[src/rtl/rx_mac_filter_if.sv]
// AXI4-Stream beat bundle with the packet-level tuser sideband used on the
// adapter RX path.
interface rx_mac_filter_if;
  logic         tvalid;
  logic         tready;
  logic [511:0] tdata;
  logic [63:0]  tkeep;
  logic         tlast;
  logic [15:0]  tuser_size;
  logic [15:0]  tuser_src;
  logic [15:0]  tuser_dst;

  modport master (output tvalid, tdata, tkeep, tlast, tuser_size, tuser_src, tuser_dst,
                  input  tready);
  modport slave  (input  tvalid, tdata, tkeep, tlast, tuser_size, tuser_src, tuser_dst,
                  output tready);
endinterface

[src/rtl/rx_mac_filter.sv]
// RX destination-MAC filter: per-packet accept/drop on the SOP beat, 2-entry skid
// output buffer, saturating pass/drop counters. Optional MAC_FILTER_PROMISC_EN adds cfg_promisc.
module rx_mac_filter #(
  parameter bit ACCEPT_BCAST = 1'b1,
  parameter bit ACCEPT_MCAST = 1'b0,
  parameter int CNT_W        = 32
) (
  input  logic              axis_aclk,
  input  logic              axis_aresetn,
  rx_mac_filter_if.slave    s_axis,
  rx_mac_filter_if.master   m_axis,
  input  logic [47:0]       cfg_local_mac,
`ifdef MAC_FILTER_PROMISC_EN
  input  logic              cfg_promisc,
`endif
  input  logic              stat_clear,
  output logic [CNT_W-1:0]  stat_pass_pkts,
  output logic [CNT_W-1:0]  stat_drop_pkts
);

  typedef struct packed {
    logic [511:0] data;
    logic [63:0]  keep;
    logic         last;
    logic [15:0]  size;
    logic [15:0]  src;
    logic [15:0]  dst;
  } beat_t;

  typedef enum logic [1:0] {IDLE, PASS, DROP} state_e;

  state_e           state_q;
  beat_t            in_beat, main_q, main_d, skid_q, skid_d;
  logic             main_vld_q, main_vld_d, skid_vld_q, skid_vld_d, rdy_q;
  logic [CNT_W-1:0] pass_q, drop_q;
  logic             hdr_ok, dst_match, accept, s_hs, sop_hs, push;
  logic [47:0]      dst_mac;

  assign in_beat = '{data: s_axis.tdata, keep: s_axis.tkeep, last: s_axis.tlast,
                     size: s_axis.tuser_size, src: s_axis.tuser_src, dst: s_axis.tuser_dst};

  assign dst_mac   = s_axis.tdata[47:0];
  assign hdr_ok    = &s_axis.tkeep[13:0];
  assign dst_match = (dst_mac == cfg_local_mac)
                   | (ACCEPT_BCAST & (&dst_mac))
                   | (ACCEPT_MCAST & s_axis.tdata[0])
`ifdef MAC_FILTER_PROMISC_EN
                   | cfg_promisc
`endif
                   ;
  assign accept = hdr_ok & dst_match;

  // Ready is forced high in DROP, which never pushes, so skid overflow is impossible.
  assign s_axis.tready = rdy_q | (state_q == DROP);
  assign s_hs   = s_axis.tvalid & s_axis.tready;
  assign sop_hs = s_hs & (state_q == IDLE);
  assign push   = s_hs & (((state_q == IDLE) & accept) | (state_q == PASS));

  always_comb begin
    main_d     = main_q;
    main_vld_d = main_vld_q;
    skid_d     = skid_q;
    skid_vld_d = skid_vld_q;
    if (!main_vld_q || m_axis.tready) begin
      if (skid_vld_q) begin
        main_d     = skid_q;
        main_vld_d = 1'b1;
        skid_vld_d = 1'b0;
      end else if (push) begin
        main_d     = in_beat;
        main_vld_d = 1'b1;
      end else begin
        main_vld_d = 1'b0;
      end
    end else if (push) begin
      skid_d     = in_beat;
      skid_vld_d = 1'b1;
    end
  end

  always_ff @(posedge axis_aclk) begin
    if (!axis_aresetn) begin
      state_q    <= IDLE;
      main_q     <= '0;
      skid_q     <= '0;
      main_vld_q <= 1'b0;
      skid_vld_q <= 1'b0;
      rdy_q      <= 1'b0;
      pass_q     <= '0;
      drop_q     <= '0;
    end else begin
      main_q     <= main_d;
      skid_q     <= skid_d;
      main_vld_q <= main_vld_d;
      skid_vld_q <= skid_vld_d;
      rdy_q      <= !skid_vld_d;
      if (s_hs) begin
        case (state_q)
          IDLE:    state_q <= s_axis.tlast ? IDLE : (accept ? PASS : DROP);
          default: state_q <= s_axis.tlast ? IDLE : state_q;
        endcase
      end
      // Clear takes priority over a coincident SOP increment.
      if (stat_clear) begin
        pass_q <= '0;
        drop_q <= '0;
      end else if (sop_hs) begin
        if (accept && pass_q != {CNT_W{1'b1}})  pass_q <= pass_q + CNT_W'(1);
        if (!accept && drop_q != {CNT_W{1'b1}}) drop_q <= drop_q + CNT_W'(1);
      end
    end
  end

  assign m_axis.tvalid     = main_vld_q;
  assign m_axis.tdata      = main_q.data;
  assign m_axis.tkeep      = main_q.keep;
  assign m_axis.tlast      = main_q.last;
  assign m_axis.tuser_size = main_q.size;
  assign m_axis.tuser_src  = main_q.src;
  assign m_axis.tuser_dst  = main_q.dst;
  assign stat_pass_pkts    = pass_q;
  assign stat_drop_pkts    = drop_q;

endmodule
[src/flat_wrapper.sv]
// flat-port wrapper written by rule: the top's interface ports become plain ports
module rx_mac_filter_flat 
#(
  parameter bit ACCEPT_BCAST = 1'b1,
  parameter bit ACCEPT_MCAST = 1'b0,
  parameter int CNT_W        = 32
)
  (axis_aclk, axis_aresetn, cfg_local_mac, stat_clear, stat_pass_pkts, stat_drop_pkts, s_axis_tvalid, s_axis_tdata, s_axis_tkeep, s_axis_tlast, s_axis_tuser_size, s_axis_tuser_src, s_axis_tuser_dst, s_axis_tready, m_axis_tvalid, m_axis_tdata, m_axis_tkeep, m_axis_tlast, m_axis_tuser_size, m_axis_tuser_src, m_axis_tuser_dst, m_axis_tready);
  rx_mac_filter_if s_axis_i ();
  rx_mac_filter_if m_axis_i ();
  input  logic axis_aclk;
  input  logic axis_aresetn;
  input  logic [47:0] cfg_local_mac;
  input  logic stat_clear;
  output logic [CNT_W-1:0] stat_pass_pkts;
  output logic [CNT_W-1:0] stat_drop_pkts;
  input wire logic [$bits(s_axis_i.tvalid)-1:0] s_axis_tvalid;
  input wire logic [$bits(s_axis_i.tdata)-1:0] s_axis_tdata;
  input wire logic [$bits(s_axis_i.tkeep)-1:0] s_axis_tkeep;
  input wire logic [$bits(s_axis_i.tlast)-1:0] s_axis_tlast;
  input wire logic [$bits(s_axis_i.tuser_size)-1:0] s_axis_tuser_size;
  input wire logic [$bits(s_axis_i.tuser_src)-1:0] s_axis_tuser_src;
  input wire logic [$bits(s_axis_i.tuser_dst)-1:0] s_axis_tuser_dst;
  output wire logic [$bits(s_axis_i.tready)-1:0] s_axis_tready;
  output wire logic [$bits(m_axis_i.tvalid)-1:0] m_axis_tvalid;
  output wire logic [$bits(m_axis_i.tdata)-1:0] m_axis_tdata;
  output wire logic [$bits(m_axis_i.tkeep)-1:0] m_axis_tkeep;
  output wire logic [$bits(m_axis_i.tlast)-1:0] m_axis_tlast;
  output wire logic [$bits(m_axis_i.tuser_size)-1:0] m_axis_tuser_size;
  output wire logic [$bits(m_axis_i.tuser_src)-1:0] m_axis_tuser_src;
  output wire logic [$bits(m_axis_i.tuser_dst)-1:0] m_axis_tuser_dst;
  input wire logic [$bits(m_axis_i.tready)-1:0] m_axis_tready;
  assign s_axis_i.tvalid = s_axis_tvalid;
  assign s_axis_i.tdata = s_axis_tdata;
  assign s_axis_i.tkeep = s_axis_tkeep;
  assign s_axis_i.tlast = s_axis_tlast;
  assign s_axis_i.tuser_size = s_axis_tuser_size;
  assign s_axis_i.tuser_src = s_axis_tuser_src;
  assign s_axis_i.tuser_dst = s_axis_tuser_dst;
  assign s_axis_tready = s_axis_i.tready;
  assign m_axis_tvalid = m_axis_i.tvalid;
  assign m_axis_tdata = m_axis_i.tdata;
  assign m_axis_tkeep = m_axis_i.tkeep;
  assign m_axis_tlast = m_axis_i.tlast;
  assign m_axis_tuser_size = m_axis_i.tuser_size;
  assign m_axis_tuser_src = m_axis_i.tuser_src;
  assign m_axis_tuser_dst = m_axis_i.tuser_dst;
  assign m_axis_i.tready = m_axis_tready;
  rx_mac_filter #(.ACCEPT_BCAST(ACCEPT_BCAST), .ACCEPT_MCAST(ACCEPT_MCAST), .CNT_W(CNT_W)) u_core (.axis_aclk(axis_aclk), .axis_aresetn(axis_aresetn), .s_axis(s_axis_i), .m_axis(m_axis_i), .cfg_local_mac(cfg_local_mac), .stat_clear(stat_clear), .stat_pass_pkts(stat_pass_pkts), .stat_drop_pkts(stat_drop_pkts));
endmodule
[config.mk]
export PLATFORM = sky130hd
export DESIGN_NAME = rx_mac_filter_flat
export DESIGN_NICKNAME = d
export VERILOG_FILES = /design/src/rtl/rx_mac_filter_if.sv /design/src/rtl/rx_mac_filter.sv /design/src/flat_wrapper.sv
export SDC_FILE = /design/constraint.sdc
export NUM_CORES = 2
export LEC_CHECK = 0
export ABC_AREA = 1
export BUFFER_PORTS_ARGS = -buffer_cell sky130_fd_sc_hd__buf_2
export CAP_MARGIN = 20
export CELL_PAD_IN_SITES_DETAIL_PLACEMENT = 0
export CELL_PAD_IN_SITES_GLOBAL_PLACEMENT = 1
export CORE_AREA = 2 2 528 530
export CTS_CLUSTER_DIAMETER = 40
export DETAILED_ROUTE_END_ITERATION = 10
export DIE_AREA = 0 0 530 532
export GPL_ROUTABILITY_DRIVEN = 0
export GPL_TIMING_DRIVEN = 0
export PLACE_DENSITY = 0.59
export SYNTH_ARGS = -nofsm -noshare
export SYNTH_HDL_FRONTEND = slang
export SYNTH_SLANG_ARGS = --single-unit
[constraint.sdc]
create_clock -name axis_aclk -period 1.9 [get_ports axis_aclk]
set_clock_uncertainty 0.1 [all_clocks]
set_input_delay 0.285 -clock axis_aclk [delete_from_list [all_inputs] [get_ports axis_aclk]]
set_output_delay 0.285 -clock axis_aclk [all_outputs]
set_load 0.03 [all_outputs]
# After elaboration in Yosys (flattened, before gate mapping)
# Cells that the tools add are included.
[word_totals] register_bits=1319 in_bits=678 output_inout_bits=691 wordCells=62
[op_classes] n_addsub=2 eq_ne=5 mux=10 bitwise_logic=10 reduce_logical=17
[op_table] cell="625-bit 2-to-1 mux" n=2
[op_table] cell="32-bit by 1-bit adder with 32-bit output, second input constant" n=2
[op_table] cell="32-bit inequality test, second input constant" n=2
[op_table] cell="48-bit == test" n=1
[op_table] cell="48-bit AND reduction" n=1
[op_table] cell="14-bit AND reduction" n=1
[op_table] cell="2-bit AND reduction" n=5
[op_table] cell="2-bit 2-to-1 mux" n=4
[op_table] cell="1-bit AND" n=5
[op_table] cell="1-bit 2-to-1 mux" n=4
[op_table] cell="2-bit nonzero test" n=2
[op_table] cell="1-bit logical NOT" n=3
[op_table] cell="1-bit OR" n=3
[op_table] cell="2-bit by 1-bit == test with 1-bit output, second input constant" n=1
[op_table] cell="2-bit == test, second input constant" n=1
[op_table] cell="1-bit logical AND" n=2
[op_table] cell="2-bit logical NOT" n=1
[op_table] cell="1-bit NOT" n=2
[op_table] cell="2-bit OR reduction" n=1
[op_table] cell="1-bit logical OR" n=1

# Logic depth before layout (Yosys ltp)
[depth] ltp_word=9 ltp_mapped=19 depth_no_buf=17

# Worst setup path before layout
# Ideal clock, no wire load.
[synth_timing] kind="register to register" from="register u_core.drop_q[0] (netlist: u_core.stat_drop_pkts[0])" to="register u_core.drop_q[22] (netlist: u_core.stat_drop_pkts[22])" setup_ns=0.070 arrival_ns=2.232 setup_slack_ns=-0.502 stages_incl_launch_ff=17 n_path_buf=1 period_less_slack_ns=2.402 cell_sequence="dfxtp_1 ha_1 nand2_1 nor2_1 nand2_1 inv_1 nand2_1 nor2_1 nand4_1 o21ai_0 inv_1 nand2_2 inv_1 buf_2 nand2_1 o21ai_0 a21oi_1"
[synth_via] elab_chain_cells=3
[synth_lines] item="start, declared" line="rx_mac_filter.sv:35" rtl="logic [CNT_W-1:0] pass_q, drop_q;"
[synth_lines] item="start signal, assigned" line="rx_mac_filter.sv:109" rtl="if (!accept && drop_q != {CNT_W{1'b1}}) drop_q <= drop_q + CNT_W'(1);"
[synth_lines] item="branches (longest 3 deep; another with 32-bit by 1-bit adder with 32-bit output)"
# Several ways; the timed one is not identified.
# A chain may end at the register's enable or synchronous reset.

# Final worst setup path
[layout_timing] from="input s_axis_tdata[43]" to="register u_core.main_q, in the netlist u_core.m_axis.tdata[179]"
[layout_via] elab_chain_cells=8
[layout_lines] item="start, declared" line="flat_wrapper.sv:18" rtl="input wire logic [$bits(s_axis_i.tdata)-1:0] s_axis_tdata;"
[layout_lines] item="48-bit == test / 48-bit AND reduction (equally long branches)" line="rx_mac_filter.sv:44, rx_mac_filter.sv:45"
[layout_lines] item="1-bit OR (*)" line="rx_mac_filter.sv:45" rtl="| (ACCEPT_BCAST & (&dst_mac))"
[layout_lines] item="1-bit AND (*)" line="rx_mac_filter.sv:51" rtl="assign accept = hdr_ok & dst_match;"
[layout_lines] item="1-bit AND (*)" line="rx_mac_filter.sv:57" rtl="assign push = s_hs & (((state_q == IDLE) & accept) | (state_q == PASS));"
[layout_lines] item="1-bit OR (*)" line="rx_mac_filter.sv:57"
[layout_lines] item="1-bit AND (*)" line="rx_mac_filter.sv:57"
[layout_lines] item="2-bit nonzero test (no line) (*)"
[layout_lines] item="2-bit AND reduction (no line) (*)"
[layout_lines] item="end signal, assigned" line="rx_mac_filter.sv:92" rtl="main_q <= main_d;"
[layout_lines] item="end, declared" line="rx_mac_filter.sv:33" rtl="beat_t in_beat, main_q, main_d, skid_q, skid_d;"
# Every way passes the cells marked *; elsewhere a longest branch is shown, timed or not.

==> flow_metrics.tcl <==
set metrics [dict create \
    clock-sinks 1319 \
    final_common_cell "nand2_1" \
    die_y_um 532 \
    fmax_ghz 0.453 \
    synth_cell_types 28 \
    gr-usage-all-layers_pct 21.5 \
    fp-row-count 193 \
    clock_latency_ps 900 \
    synth_top_family_by_area "simple AND/OR/NAND/NOR gates" \
    p_per_area_nw_per_um2 924 \
    fp.coreArea_um2 276000 \
    finalHoldViolCount 0 \
    crit_end "u_core.m_axis.tdata[179]" \
    ff2ff_path_depth 13 \
    p_total_uw 89000 \
    synthArstFlopShare_pct 0 \
    fin_util_pct 34.9 \
    relSlewSlack_pct 35.3 \
    grt_max_degree 14 \
    syn_inst 8838 \
    pre_cts_slack_ps -3050 \
    worstPathMaxFanout 8 \
    crit_family "simple AND/OR/NAND/NOR gates" \
    worstPathCellList "buf_2 -> nand4_1 -> nor4_4 -> nand2_1 -> nand2_4 -> nand2_4 -> nand2_4 -> nand2_2 -> nand2_4 -> nand2_8 -> buf_16 -> buf_16 -> buf_8 -> nor2_4 -> nor2_1" \
    cp.arrival_ps 2830 \
    clockRootBuffer "clkbuf_16" \
    timing.rr.end "u_core.m_axis.tdata[179]" \
    hp-start "s_axis_tkeep[12]" \
    setup_viol 1369 \
    stdcell_count 15400 \
    initialDrtViolationCount 3979 \
    numCtsBuffers 313 \
    via_count 66300 \
    htreeDepth 5 \
    synthFlopType "dfxtp_1" \
    peakVddDrop_mv 0.623 \
    hold_path_depth 7 \
    crit_required_ps 2530 \
    rrSetupSlack_ps -260 \
    numPortBuffers 1367 \
    viasPerCell 4.31 \
    path_common_cell "nand2_4" \
    nets 12000 \
    slowest_stage "nor4_4" \
    grt_antenna_before_repair 125 \
    final_cell_mix "2,074 x nand2_1, 1,415 x buf_2, 1,334 x inv_1" \
    die-area_um2 282000 \
    routed_wl_mm 325 \
    status "finished with violations" \
    max_stage_delay_ps 440 \
    wl_per_cell_um 21.1 \
    cts_tree "built" \
    holdWs_ps 46.4 \
    grt_pass1_wl_mm 446 \
    max_slew.worst_pin.slew_ps 971 \
    violations "negative setup slack" \
    hpwl_mm 245 \
    synth_xor_area_share_pct 0.886 \
    overflow 0 \
    antenna_left 0 \
    worst_slack_ps -308 \
    first_global_vias 63800 \
    period_share_pct 116 \
    drive_above_1_share_pct 27.7 \
    rr_startpoint "u_core.state_q[0]" \
    synth-compound-area-share_pct 16.9 \
    cts_buffer_depth 4 \
    io_pins 1369 \
    syn_nets 9518 \
    crit_type "in -> reg" \
    start_util_pct 21.1 \
    timing.critical_path.buf_inv 4 \
    hold_path.class "in -> reg" \
    startpoint "s_axis_tdata[43]" \
    leakage_uw 0.0453 \
    ys_ff_latch 1319 \
    yosysSeqAreaShare_pct 45.3 \
    syn_area_um2 58300 \
    firstDrtPassIters 8 \
    synth_warnings 0 \
    maxCapViolations 0 \
    fp.dieW_um 530 \
    synthAdderAreaFrac_pct 0.0429 \
    syn_avg_cell_area_um2 6.60 \
    synth_edf_count 0 \
    rsz0062_at_grt "yes" \
    synthMuxAreaShare_pct 0 \
    startpoint_type "input port" \
    cp.depth 15 \
    numPlacedInstances 13900 \
    path_clk_slew_ps 40 \
    syn_to_final_growth_pct 65.3 \
    yosys.area_share.simple_pct 23.4 \
    worst_setup_path_end_kind "flop" \
    slew_viol_final 0 \
    drc 0 \
    period_needed_ps 2210 \
]
==> how the worst min path moves through the flow <==
stage                                     end  slack, ps
finish              u_core.stat_pass_pkts[30]         50
global placement           u_core.skid_q[616]        330
CTS                 u_core.stat_pass_pkts[12]        -10
detailed placement         u_core.skid_q[109]        340
floorplan                  u_core.skid_q[119]        320
global route        u_core.stat_pass_pkts[25]         40
==> registers in the layout, summed over array words and instances, names as in the netlist <==
register / count
u_core.skid_vld_q: 1
u_core.state_q: 2
u_core.stat_pass_pkts: 32
u_core.stat_drop_pkts: 32
u_core.m_axis.tuser_src: 16
u_core.m_axis.tuser_dst: 16
u_core.m_axis.tvalid: 1
u_core.rdy_q: 1
u_core.m_axis.tuser_size: 16
u_core.skid_q: 625
u_core.m_axis.tlast: 1
u_core.m_axis.tkeep: 64
u_core.m_axis.tdata: 512
==> metal layers <==
layer  share of wire [%]  vias to the layer above  GRT usage [%]
met1                  40                    30900           25.1
met2                  47                     2271           36.1
li1                    -                    32400              -
met5                0.15                        -              0
met3                 7.7                      637           6.36
met4                 4.7                       74           9.40
==> tightest hold or removal path, stage by stage <==
cell	delay, ps
buf_2	110
nand2_1	70
nor4_1	110
nand4_1	120
buf_6	130
nand2b_1	100
a21oi_1	50
==> synth_stat cells (5+ instances only) <==
master / instances / area (um^2)
dfxtp_1: 1319 / 26400
nand4_1: 32 / 200
nand2_1: 2112 / 7930
nor3_1: 23 / 115
nand2b_1: 6 / 37.5
buf_6: 62 / 698
clkbuf_1: 362 / 1360
a21oi_1: 682 / 3410
inv_1: 1351 / 5070
xnor2_1: 40 / 350
xor2_1: 19 / 166
nor4_1: 14 / 87.6
buf_2: 137 / 686
buf_4: 5 / 37.5
o21ai_0: 1279 / 6400
nand2_2: 5 / 31.3
nand3_1: 20 / 100
nor2_1: 1353 / 5080
==> repair_timing <==
action,in CTS,in global routing
endpoints found under the hold margin,1263,0
hold buffers,646,0
setup endpoints to repair,1697,1660
buffers inserted,46,51
resized for setup,864,1168
pin swaps,177,185
gates cloned,37,46
==> cells by family after synthesis <==
family                   count (synthesis)
AO/OA/AOI/OAI                         1969
flip-flops                            1319
AND/OR/NAND/NOR                       3570
XOR/XNOR                                59
adder cells (fa/ha/maj)                  2
buffers and inverters                 1919
==> cell type report <==
class | count | area (um^2)
flip-flops and latches | 1319 | 26500
plain buffers | 562 | 4730
clock inverters | 162 | 2250
fillers | 29500 | 179000
multi-input cells | 5600 | 27300
well taps | 3705 | 4640
repair buffers | 2203 | 16800
clock buffers | 406 | 8810
diodes | 75 | 188
inverters | 1352 | 5090
==> stage by stage <==
stage	TNS, ps	instance area [um^2]
floorplan	-76350	58600
global placement	-3667640	70000
detailed placement	-3302420	70300
CTS	-225400	91800
global route	-292000	96300
finish	-202950	96400
==> where the power goes <==
part,switching [uW],internal [uW]
logic,2600,2060
registers,3.58,27700
clock network,18600,38100
Power figures use the tool's default switching activity.
